[src/rtl/mem_access.sv]
// mem_access: load/store stage between the EX/MEM and MEM/WB latches, driving a single-beat data bus.
// Define MEM_MISALIGN_EXC_EN to flag misaligned halfword/word accesses instead of issuing them.
module mem_access (
    input  logic        clk,
    input  logic        rst,
    input  logic [3:0]  ex_mem_op,
    input  logic [31:0] ex_mem_addr,
    input  logic [31:0] ex_mem_sdata,
    input  logic [31:0] ex_reg_waddr,
    input  logic        ex_reg_we,
    input  logic [31:0] ex_reg_wdata,
    input  logic [31:0] ex_csr_waddr,
    input  logic        ex_csr_we,
    input  logic [31:0] ex_csr_wdata,
    input  logic [5:0]  stall,
    output logic        dbus_req,
    output logic        dbus_we,
    output logic [31:0] dbus_addr,
    output logic [3:0]  dbus_be,
    output logic [31:0] dbus_wdata,
    input  logic        dbus_ack,
    input  logic [31:0] dbus_rdata,
    output logic [31:0] mem_reg_waddr,
    output logic        mem_reg_we,
    output logic [31:0] mem_reg_wdata,
    output logic [31:0] mem_csr_waddr,
    output logic        mem_csr_we,
    output logic [31:0] mem_csr_wdata,
    output logic        stallreq_mem,
    output logic        mem_misalign
);

    localparam logic [3:0] OP_LB  = 4'd1;
    localparam logic [3:0] OP_LH  = 4'd2;
    localparam logic [3:0] OP_LW  = 4'd3;
    localparam logic [3:0] OP_LBU = 4'd4;
    localparam logic [3:0] OP_LHU = 4'd5;
    localparam logic [3:0] OP_SB  = 4'd6;
    localparam logic [3:0] OP_SH  = 4'd7;
    localparam logic [3:0] OP_SW  = 4'd8;

    typedef enum logic [1:0] {S_IDLE, S_WAIT, S_DONE} state_t;

    state_t      r_state;
    logic [3:0]  r_op;
    logic [1:0]  r_alo;
    logic [31:0] r_rdata;

    logic        w_is_load;
    logic        w_is_store;
    logic        w_misalign;
    logic        w_issue;
    logic [3:0]  w_be;
    logic [31:0] w_wdata;
    logic [7:0]  w_byte;
    logic [15:0] w_half;
    logic [31:0] w_load;
    logic        w_done_load;
    logic        w_unused;

    assign w_unused   = ^{stall[5], stall[3:0]};
    assign w_is_load  = (ex_mem_op >= OP_LB) && (ex_mem_op <= OP_LHU);
    assign w_is_store = (ex_mem_op >= OP_SB) && (ex_mem_op <= OP_SW);

`ifdef MEM_MISALIGN_EXC_EN
    assign w_misalign = (((ex_mem_op == OP_LH) || (ex_mem_op == OP_LHU) || (ex_mem_op == OP_SH))
                         && ex_mem_addr[0])
                     || (((ex_mem_op == OP_LW) || (ex_mem_op == OP_SW))
                         && (ex_mem_addr[1:0] != 2'b00));
`else
    assign w_misalign = 1'b0;
`endif

    assign w_issue = (w_is_load || w_is_store) && !w_misalign;

    // NOTE: every variable gets a default before the case so no latch is inferred.
    always_comb begin
        w_be    = 4'b1111;
        w_wdata = 32'h0;
        case (ex_mem_op)
            OP_SB: begin
                w_be    = 4'b0001 << ex_mem_addr[1:0];
                w_wdata = {4{ex_mem_sdata[7:0]}};
            end
            OP_SH: begin
                w_be    = ex_mem_addr[1] ? 4'b1100 : 4'b0011;
                w_wdata = {2{ex_mem_sdata[15:0]}};
            end
            OP_SW:   w_wdata = ex_mem_sdata;
            default: ;
        endcase
    end

    // Lane extraction works on the op/offset captured at issue, so DONE is independent of ex_*.
    assign w_byte = r_rdata[{r_alo, 3'b000} +: 8];
    assign w_half = r_alo[1] ? r_rdata[31:16] : r_rdata[15:0];

    always_comb begin
        w_load = r_rdata;
        case (r_op)
            OP_LB:   w_load = {{24{w_byte[7]}}, w_byte};
            OP_LBU:  w_load = {24'h0, w_byte};
            OP_LH:   w_load = {{16{w_half[15]}}, w_half};
            OP_LHU:  w_load = {16'h0, w_half};
            default: ;
        endcase
    end

    assign w_done_load = (r_state == S_DONE) && (r_op >= OP_LB) && (r_op <= OP_LHU);

    // Reset gates the combinational flags so they drop without a clock edge.
    assign mem_misalign  = rst && (r_state == S_IDLE) && w_misalign;
    assign stallreq_mem  = rst && (((r_state == S_IDLE) && w_issue) || (r_state == S_WAIT));
    assign mem_reg_waddr = ex_reg_waddr;
    assign mem_reg_we    = ex_reg_we && !mem_misalign;
    assign mem_reg_wdata = w_done_load ? w_load : ex_reg_wdata;
    assign mem_csr_waddr = ex_csr_waddr;
    assign mem_csr_we    = ex_csr_we;
    assign mem_csr_wdata = ex_csr_wdata;

    // NOTE: sequential state uses non-blocking assignments only; all registers, including
    // the captured read word, are cleared asynchronously so a mid-access reset leaves no residue.
    always_ff @(posedge clk or negedge rst) begin
        if (!rst) begin
            r_state    <= S_IDLE;
            r_op       <= 4'd0;
            r_alo      <= 2'b00;
            r_rdata    <= 32'h0;
            dbus_req   <= 1'b0;
            dbus_we    <= 1'b0;
            dbus_addr  <= 32'h0;
            dbus_be    <= 4'b0000;
            dbus_wdata <= 32'h0;
        end else begin
            case (r_state)
                S_IDLE: begin
                    if (w_issue) begin
                        r_state    <= S_WAIT;
                        r_op       <= ex_mem_op;
                        r_alo      <= ex_mem_addr[1:0];
                        dbus_req   <= 1'b1;
                        dbus_we    <= w_is_store;
                        dbus_addr  <= {ex_mem_addr[31:2], 2'b00};
                        dbus_be    <= w_be;
                        dbus_wdata <= w_wdata;
                    end
                end
                S_WAIT: begin
                    if (dbus_ack) begin
                        r_state  <= S_DONE;
                        r_rdata  <= dbus_rdata;
                        dbus_req <= 1'b0;
                    end
                end
                S_DONE: begin
                    if (!stall[4]) begin
                        r_state <= S_IDLE;
                    end
                end
                default: r_state <= S_IDLE;
            endcase
        end
    end

endmodule

[config.mk]
export PLATFORM = sky130hd
export DESIGN_NAME = mem_access
export DESIGN_NICKNAME = d
export VERILOG_FILES = /design/src/rtl/mem_access.sv
export SDC_FILE = /design/constraint.sdc
export NUM_CORES = 1
export LEC_CHECK = 0
export CORE_AREA = 2 2 173 175
export DETAILED_ROUTE_END_ITERATION = 8
export DIE_AREA = 0 0 175 177
export PLACE_DENSITY = 0.52
export SETUP_SLACK_MARGIN = 0.2
export SYNTH_ARGS = -nofsm -noshare
export SYNTH_HDL_FRONTEND = slang
export SYNTH_SLANG_ARGS = --single-unit
[constraint.sdc]
create_clock -name clk -period 4 [get_ports clk]
set_input_delay 1 -clock clk [delete_from_list [all_inputs] [get_ports clk]]
set_output_delay 1 -clock clk [all_outputs]
set_load 0.005 [all_outputs]
==> impl_metrics.py <==
metrics = {
    "clocking": {
        "cts_tree": "yes",
        "clkSinkCount": 108,
        "cts_made_buffers": 9,
        "path_clk_slew_ps": 80,
        "clock_latency_ps": 370,
        "htreeDepth": 3,
        "cts-root-to-sink-buffers": 2,
        "clockRootBuffer": "clkbuf_16",
    },
    "worst_setup_path": {
        "path_class": "reg2out",
        "cp-endpoint": "mem_reg_wdata[17]",
        "crit_start": "r_alo[1]",
        "ff2ff_path_depth": 4,
        "r2r-end": "dbus_addr[13]",
        "worst_setup_path_end_kind": "primary output",
        "startpoint_type": "flop",
        "r2r_slack_ps": 2060,
        "r2r-start": "r_state[0]",
        "path_max_fanout": 7,
        "crit_arrival_ps": 2680,
        "required_ps": 3000,
    },
    "global_route": {
        "grt_pass1_wl_mm": 33.87,
        "grt_max_degree": 88,
        "grt_pass1_vias": 4970,
        "antenna_found_initial": 1,
        "grt_usage": 0.1487,
        "grt-ovfl-total": 0,
    },
    "sta": {
        "slew-limit-headroom": 0.3036,
        "rsz0062_at_grt": "true",
        "hold_violations": 0,
        "final.period_utilization": 0.9204,
        "tns_ps": 0,
        "finalMaxSlewViolations": 0,
        "finalClockSkew_ps": 10.96,
        "tightest_slew_ps": 1045,
        "fin_crit_ps": 3682,
        "setup_viol": 0,
        "fmax_ghz": 0.2716,
    },
    "synth": {
        "synth_seq_cells": 108,
        "syn_area_per_cell_sq_um": 10.44,
        "ys_warn_count": 0,
        "ys_top_cells_by_area": "dfrtp_1 46%, buf_4 13%, mux2_1 6.5%, mux2_2 6.1%, nand2_1 3.4%",
        "synth-edff-count": 0,
        "yosysTopAreaCellShare": 0.4589,
        "ys.flop_type": "dfrtp_1",
        "yosysSeqAreaShare": 0.4589,
        "synth_top_area_cell": "dfrtp_1",
        "yosysMostFrequentCell": "dfrtp_1",
        "synth_common_cells": "108 x dfrtp_1, 101 x buf_4, 54 x nand2_1, 40 x nor2_1, 34 x mux2_1",
        "syn_area_sq_um": 5889,
        "async_flop_share": 1.000,
        "synth.distinct_cells": 47,
        "synthesis.instances": 564,
    },
    "drt": {
        "dr.pass1.iters": 5,
        "via_per_inst": 4.330,
        "wl_per_cell_microns": 21.34,
        "ant_nets": 0,
        "drc": 0,
        "num_vias": 4759,
        "drtIter0Drc": 163,
        "drt-total-wl_mm": 23.46,
    },
    "layout": {
        "fill_cells": 3064,
        "drive_gt1_frac": 0.1271,
        "nNetsFinal": 943,
        "layout.cells.non_filler": 1099,
        "area_delta_synth_final_pct": 42.21,
    },
    "power_and_ir_drop": {
        "finalPower_uw": 5438,
        "power.internal_uw": 3452,
        "seqPwrFrac": 0.355,
        "p_sw_frac": 0.3652,
        "pwr-share-comb": 0.478,
        "clockPowerShare": 0.167,
        "cellLeakagePower_uw": 0.003316,
        "p_sw_uw": 1986,
        "p_per_area_nw_per_um2": 649.3,
        "ir_drop_mv": 0.2709,
    },
    "floorplanning": {
        "rows": 63,
        "initial_core_util": 0.2014,
        "ios": 441,
        "die_y_microns": 177,
        "die_x_microns": 175,
        "coreArea_sq_um": 29240,
        "dieArea_sq_um": 30980,
    },
    "placed_design": {
        "post-place-cells": 1081,
        "routabilityCongestion": 0.7775,
        "dp_hpwl_mm": 17.92,
        "io_buffers": 236,
    },
    "run_status": {
        "outcome": "finished clean",
    },
    "job": {
        "drv_cap": 0,
    },
    "min_path": {
        "hp-class": "reg2reg",
    },
}
[cell families after synthesis]
| family | after synthesis | synth area share |
|---|---|---|
| muxes | 83 | 0.1572 |
| AOI/OAI and AO/OA | 122 | 0.1434 |
| and+or+nand+nor | 115 | 0.08456 |
| DFF | 108 | 0.4589 |
| xor gates and xnor gates | 1 | 0.001487 |
| other | 1 | 0.0006367 |
| buffers and inverters | 134 | 0.1538 |
[sequential cells by signal (all words and copies together) (netlist names)]
name        count
dbus_wdata     32
r_state         2
r_alo           2
dbus_req        1
dbus_we         1
dbus_be         4
dbus_addr      30
r_rdata        32
r_op            4
[how the worst min path moves through the flow]
stage                   start              to  slack, ps  cells after the start
6_report       dbus_wdata[27]  dbus_wdata[27]        490                      2
5_1_grt        dbus_wdata[27]  dbus_wdata[27]        510                      2
4_1_cts               dbus_we         dbus_we        490                      2
3_5_place_dp          dbus_we         dbus_we        470                      2
3_3_place_gp       dbus_be[3]      dbus_be[3]        460                      1
2_1_floorplan        dbus_req        dbus_req        470                      2
[repair_timing]
item	CTS	global route
gates cloned	0	0
buffers inserted	0	2
resized for setup	4	8
setup endpoints to repair	22	32
hold buffers	0	0
[critical path, cell delays in order (launching register included)]
cell and delay (ps):
dfrtp_2 430, mux4_2 600, a31oi_4 230, nor4_4 70
buf_4 190, a221o_1 280, clkdlybuf4s50_1 520
[per-stage QoR]
step | instance area, sq um | hold WS (ps) | utilization | setup WS [ps]
final | 8376 | 487.5 | 0.2864 | 318.4
after CTS | 8307 | 490.7 | 0.2840 | 198.4
after global placement | 8008 | 464.5 | 0.2738 | 181.0
after global routing | 8376 | 513.2 | 0.2864 | 166.3
after detailed placement | 8008 | 470.9 | 0.2738 | 187.2
after floorplan | 5897 | 470.6 | - | 1028
[metal layers]
layer,wire [microns],global-route usage,vias up,share of wire
met3,2343,0.06057,59,0.10
li1,-,-,2152,-
met4,803,0.06111,0,0.034
met2,11710,0.2582,249,0.50
met1,8598,0.1606,2299,0.37
met5,0,0,-,0
[cell type report]
class | instances | area (sq um) | area share
antenna | 1 | 2.502 | 0.0002988
clock buffer | 9 | 225.2 | 0.02689
clock inverter | 6 | 61.31 | 0.007320
inverter | 3 | 11.26 | 0.001344
multi-input combinational | 324 | 2357 | 0.2814
sequential | 108 | 2705 | 0.3230
tap | 390 | 488.0 | 0.05826
timing repair buffer | 258 | 2525 | 0.3015
[cell usage in the layout, fill, tap and decap left out, drive strengths merged, types with 9 or more instances in the layout]
master         count
a31oi              9
buf               23
dfrtp            108
mux2i             16
clkbuf             9
mux2              66
a221o             16
nor2              40
a22o               9
a21oi             32
o21ai             34
nand2             54
clkdlybuf4s50    235
[power groups by stage]
stage	Combinational (uW)	Sequential (uW)	Clock, uW
floorplan	1320	1850	0
global placement	2570	1940	0
detailed placement	2570	1950	0
CTS	2600	1940	968
global route	2830	2000	1000
finish	2600	1930	909
Power figures use the tool's default switching activity.
